<file path="config.mk">
export PLATFORM = sky130hd
export DESIGN_NAME = fetch_unit
export DESIGN_NICKNAME = d
export VERILOG_FILES = /design/src/rtl/fetch_unit.sv
export SDC_FILE = /design/constraint.sdc
export NUM_CORES = 1
export LEC_CHECK = 0
export BUFFER_PORTS_ARGS = -buffer_cell sky130_fd_sc_hd__buf_4
export CAP_MARGIN = 0
export CORE_MARGIN = 1.5
export CORE_UTILIZATION = 51
export DETAILED_ROUTE_END_ITERATION = 8
export PLACE_DENSITY = 0.85
export SLEW_MARGIN = 10
export SYNTH_ARGS = -nofsm -noshare
export SYNTH_HDL_FRONTEND = slang
export SYNTH_SLANG_ARGS = --single-unit
</file>
<file path="constraint.sdc">
create_clock -name CLK -period 3 [get_ports CLK]
set_input_delay 0.75 -clock CLK [delete_from_list [all_inputs] [get_ports CLK]]
set_output_delay 0.75 -clock CLK [all_outputs]
set_load 0.01 [all_outputs]
</file>
<file path="src/rtl/fetch_unit.sv">
// Instruction fetch front end: issues imem reads, buffers a word across IF/ID
// stalls, discards wrong-path returns after a redirect, and stops on the halt opcode.
//
// state  | meaning
// FETCH  | request outstanding at pc; a returned word goes straight to IF/ID
// HOLD   | word returned while IF/ID stalled; presented from the hold buffer
// DROP   | redirected during a miss; wait out the stale return, then jump
// HALTED | halt opcode accepted; fetch stopped until redirect or reset
module fetch_unit #(
  parameter logic [31:0] PC_RESET = 32'h00000000,
  parameter logic [5:0]  HALT_OP  = 6'b111111
) (
  input  logic        CLK,
  input  logic        nRST,
  input  logic        ihit,
  input  logic [31:0] iload,
  output logic        iREN,
  output logic [31:0] iaddr,
  input  logic        stall,
  input  logic        redirect,
  input  logic [31:0] redirect_addr,
  output logic [31:0] instruction,
  output logic [31:0] imemaddr,
  output logic [31:0] next_imemaddr,
  output logic        enable_IF_ID,
  output logic        flush_IF_ID,
  output logic        halted
);

  typedef enum logic [1:0] {FETCH, HOLD, DROP, HALTED} state_t;

  state_t      state, state_n;
  logic [31:0] pc, pc_n;
  logic [31:0] hold_buf, hold_buf_n;
  logic [31:0] saved_target, saved_target_n;
  logic        ren, en, fl;
  logic [31:0] instr;

  always_ff @(posedge CLK or negedge nRST) begin
    if (!nRST) begin
      state        <= FETCH;
      pc           <= PC_RESET;
      hold_buf     <= 32'h0;
      saved_target <= 32'h0;
    end else begin
      state        <= state_n;
      pc           <= pc_n;
      hold_buf     <= hold_buf_n;
      saved_target <= saved_target_n;
    end
  end

  always_comb begin
    state_n        = state;
    pc_n           = pc;
    hold_buf_n     = hold_buf;
    saved_target_n = saved_target;
    ren            = 1'b0;
    en             = 1'b0;
    fl             = 1'b0;
    instr          = 32'h0;
    case (state)
      FETCH: begin
        ren   = 1'b1;
        instr = iload;
        if (redirect) begin
          fl = 1'b1;
          // A miss in flight must complete at its original address before jumping.
          if (ihit) begin
            pc_n = redirect_addr;
          end else begin
            saved_target_n = redirect_addr;
            state_n        = DROP;
          end
        end else if (ihit) begin
          if (!stall) begin
            en   = 1'b1;
            pc_n = pc + 32'd4;
            if (iload[31:26] == HALT_OP) state_n = HALTED;
          end else begin
            hold_buf_n = iload;
            state_n    = HOLD;
          end
        end
      end
      HOLD: begin
        instr = hold_buf;
        if (redirect) begin
          fl      = 1'b1;
          pc_n    = redirect_addr;
          state_n = FETCH;
        end else if (!stall) begin
          en      = 1'b1;
          pc_n    = pc + 32'd4;
          state_n = (hold_buf[31:26] == HALT_OP) ? HALTED : FETCH;
        end
      end
      DROP: begin
        ren   = 1'b1;
        instr = iload;
        if (redirect) begin
          fl             = 1'b1;
          saved_target_n = redirect_addr;
        end
        if (ihit) begin
          pc_n    = redirect ? redirect_addr : saved_target;
          state_n = FETCH;
        end
      end
      HALTED: begin
        if (redirect) begin
          fl      = 1'b1;
          pc_n    = redirect_addr;
          state_n = FETCH;
        end
      end
      default: state_n = FETCH;
    endcase
  end

  // Outputs are forced quiet for the whole reset pulse, independent of the clock.
  assign iREN          = nRST & ren;
  assign enable_IF_ID  = nRST & en;
  assign flush_IF_ID   = nRST & fl;
  assign instruction   = nRST ? instr : 32'h0;
  assign iaddr         = pc;
  assign imemaddr      = pc;
  assign next_imemaddr = pc + 32'd4;
  assign halted        = (state == HALTED);

endmodule

</file>
==> run_results.csv <==
group,metric,value,unit
drt,vias,5435,
worst_setup_path,path_cells,"nand3_1 -> nor4_1 -> nand2_1 -> xnor2_1 -> buf_4",
worst_hold_path,min_path_type,"in -> async",
sta,worst_pin_slew,0.943,ns
worst_setup_path,required,2.25,ns
global_routing,antenna_found_initial,0,
drt,vias_per_cell,6.05,
worst_setup_path,rrSetupSlack,0.67,ns
finish,area_growth,31.2,%
drt,wl_per_cell,18.8,um
worst_setup_path,cp_slowest_cell,"dfrtp_1",
worst_setup_path,crit_path_end_kind,"output pin",
synthesis,synthXorXnorAreaFrac,4.18,%
finish,fillers,788,
synthesis,synthAdderAreaFrac,0.213,%
run,cap_violations,0,
sta,fin_crit_sh,98.4,%
synthesis,muxShareOfSynthArea,13.2,%
synthesis,yosysWarnings,0,
worst_setup_path,start_kind,"flip-flop",
synthesis,synth_top_family_by_area,"compound AO/OA/AOI/OAI gates",
cts,clock_latency,0.34,ns
cts,clk_pin_slew,0.07,ns
worst_setup_path,crit_cells,5,
worst_setup_path,worstPathBufferInverterCount,1,
cts,cts-root-buf,"clkbuf_16",
finish,nets,824,
global_routing,grt_max_degree,74,
global_routing,gr-usage-all-layers,27.9,%
cts,cts-htree-levels,3,
worst_setup_path,critPathMaxStageDelay,0.54,ns
place,port_buffers,200,
die,num_io_pins,201,
synthesis,synth-seq-cells,98,
global_routing,grt_overflow,0,
worst_setup_path,crit_path_end,"next_imemaddr[31]",
synthesis,ys_seq_area_share,41.8,%
synthesis,synth.distinct_cells,55,
die,dieHeight,110,um
synthesis,synth-simple-area-share,14.0,%
die,coreArea,0.0110,sq mm
sta,finClkSkew,0.00524,ns
sta,timing.fmax,0.339,GHz
synthesis,synthesis.nets,659,
cts,cts_made_buffers,9,
synthesis,synth_area_per_cell,9.97,sq um
place,gp_congestion,0.866,
die,start_util,53.2,%
status,status,"complete, no violations",
worst_setup_path,worstSetupPathType,"reg -> out",
cts,cts_tree,"done",
finish,register_area,0.00246,sq mm
drt,first_pass_iters,5,
worst_setup_path,crit_start,"iaddr[18]$_DFFE_PN0P_",
synthesis,ys.flop_type,"dfrtp_1",
sta,setup_viol,0,
place,dp_hpwl,11600,um
finish,n_antenna_cell,0,
worst_setup_path,r2r_start,"state[0]$_DFFE_PN0P_",
finish,multi_input_area,0.00301,sq mm
place,dp.cells,871,
drt,drt_iter0_drc,426,
finish,drive_gt1_share,44.0,%
synthesis,syn_inst,589,
worst_setup_path,critPathMaxFanout,10,
drt,drc,0,
finish,final_cells,899,
cts,ctsHoldBuffers,0,
sta,period_needed,2.95,ns
synthesis,synth_area,0.00587,sq mm
sta,slew_viol_final,0,
global_routing,grt_pass1_wl,26000,um
worst_setup_path,crit_arrival,2.20,ns
die,chipWidth,110,um
global_routing,grt_pass1_vias,5030,
drt,routed_wl,16900,um
worst_setup_path,path_delay_family,"simple AND/OR/NAND/NOR gates",
worst_setup_path,r2r_end,"iaddr[18]$_DFFE_PN0P_",
drt,ant_nets,0,
synthesis,synthArstFlopShare,100,%
sta,final-hold-violation-count,0,
cts,clockBufferDepth,2,
pwr,max-vdd-ir-drop,0.000508,V
pwr,p_per_area,1000,mW/mm^2
worst_setup_path,reg2reg_depth,6,
pwr,total_power,7710,uW
pwr,leakage,0.00355,uW
synthesis,synth_compound_area_share,18.9,%
die,die-area,0.0122,sq mm
synthesis,synth_edf_count,0,
sta,slew_headroom,37.1,%
cts,cts_num_sinks,98,
die,num_rows,38,
-- cell type report --
class | instances | share of cell area, %
tap | 140 | 2.27
inverter | 6 | 0.292
sequential | 98 | 31.9
clock inverter | 5 | 0.715
timing repair buffer | 233 | 22.7
multi-input combinational | 406 | 39.1
clock buffer | 11 | 3.02
-- report_power, final --
part | switching, uW | internal [uW] | leakage [uW] | total (uW)
combinational | 1820 | 2030 | 0.00225 | 3850
clock | 497 | 645 | 0.000136 | 1140
sequential | 732 | 1990 | 0.00116 | 2720
total | 3050 | 4660 | 0.00355 | 7710
-- synth_stat cells, types with 5 or more instances --
master / count / area, sq um
clkbuf_1: 30 / 113
and3_1: 8 / 50.1
o2bb2ai_1: 6 / 52.6
nand2_1: 24 / 90.1
xor2_1: 13 / 114
a221oi_1: 5 / 43.8
dfrtp_1: 98 / 2450
nor4_1: 5 / 31.3
mux2_2: 66 / 743
xnor2_1: 15 / 131
a22o_1: 41 / 359
a22oi_1: 15 / 113
inv_1: 6 / 22.5
o21ai_0: 43 / 215
a21oi_1: 27 / 135
nand3_1: 24 / 120
nor3_1: 5 / 25.0
and2_1: 6 / 37.5
nand4_1: 10 / 62.6
buf_1: 10 / 37.5
buf_4: 34 / 255
nor2_1: 36 / 135
-- what timing repair did --
action,4_1_cts,5_1_grt
setup endpoints to repair,46,15
resized for setup,5,7
pin swaps,2,4
buffers inserted,6,6
-- worst reg2reg max path, stage by stage (launching register included) --
cell and delay (ns):
dfrtp_1 0.42, buf_4 0.26, nand2b_1 0.30, nor2_1 0.54, nor2b_1 0.09, a2111oi_0 0.48
a311oi_1 0.11
-- state kept, by name, indices dropped and copies added, names as in the netlist --
| signal | cells |
|---|---|
| hold_buf | 32 |
| iaddr | 32 |
| saved_target | 32 |
| state | 2 |
-- cells by family (layout without fill, tap and decap cells) --
logic type                 Yosys count  in the layout
AOI/OAI and AO/OA                  161            161
xor gates and xnor gates            28             28
adders and majority gates            1              1
buffers and inverters               85            255
DFF                                 98             98
muxes                               69             69
and+or+nand+nor                    147            147
-- layer usage --
layer / GRT usage [%] / share of wire (%) / vias to the layer above
li1: - / - / 2475
met1: 37.2 / 40 / 2609
met2: 44.4 / 48 / 322
met3: 5.53 / 9.5 / 29
met4: 11.4 / 2.1 / 0
met5: 0 / 0 / -
-- placed cells by master, fill, tap and decap left out, types with 3 or more instances in the layout --
cell,count
a21oi_1,27
a221oi_1,5
a22o_1,41
a22oi_1,15
a31oi_1,3
and2_1,6
and3_1,7
buf_4,233
clkbuf_16,9
dfrtp_1,92
dfrtp_2,6
inv_1,6
mux2_2,66
mux2i_1,3
nand2_1,24
nand2b_1,4
nand3_1,24
nand4_1,10
nor2_1,35
nor2b_1,3
nor3_1,5
nor4_1,5
o21ai_0,43
o2bb2ai_1,6
o31a_1,4
or4_1,4
xnor2_1,15
xor2_1,13
-- per-stage QoR --
stage | setup WS (ns) | hold slack [ns] | cell area (sq um) | setup TNS (ns) | util (%)
6_report | 0.0486 | 0.423 | 7700 | 0 | 69.9
3_5_place_dp | -0.0480 | 0.492 | 7290 | -0.685 | 66.1
5_1_grt | -0.00567 | 0.448 | 7700 | -0.00567 | 69.9
4_1_cts | 0.00416 | 0.423 | 7630 | 0 | 69.2
3_3_place_gp | 0.131 | 0.482 | 7290 | 0 | 66.1
2_1_floorplan | 0.405 | 0.454 | 5870 | 0 | -
-- worst min path at each step --
stage / startpoint / endpoint / slack (ns) / cells after the start
after floorplan: nRST / hold_buf[0]$_DFFE_PN0P_ / 0.45 / 0
after global placement: saved_target[14]$_DFFE_PN0P_ / saved_target[14]$_DFFE_PN0P_ / 0.48 / 1
after detailed placement: saved_target[14]$_DFFE_PN0P_ / saved_target[14]$_DFFE_PN0P_ / 0.49 / 1
after CTS: nRST / hold_buf[18]$_DFFE_PN0P_ / 0.42 / 2
after global routing: nRST / hold_buf[18]$_DFFE_PN0P_ / 0.45 / 2
final: nRST / hold_buf[18]$_DFFE_PN0P_ / 0.42 / 2
Power figures use the tool's default switching activity.
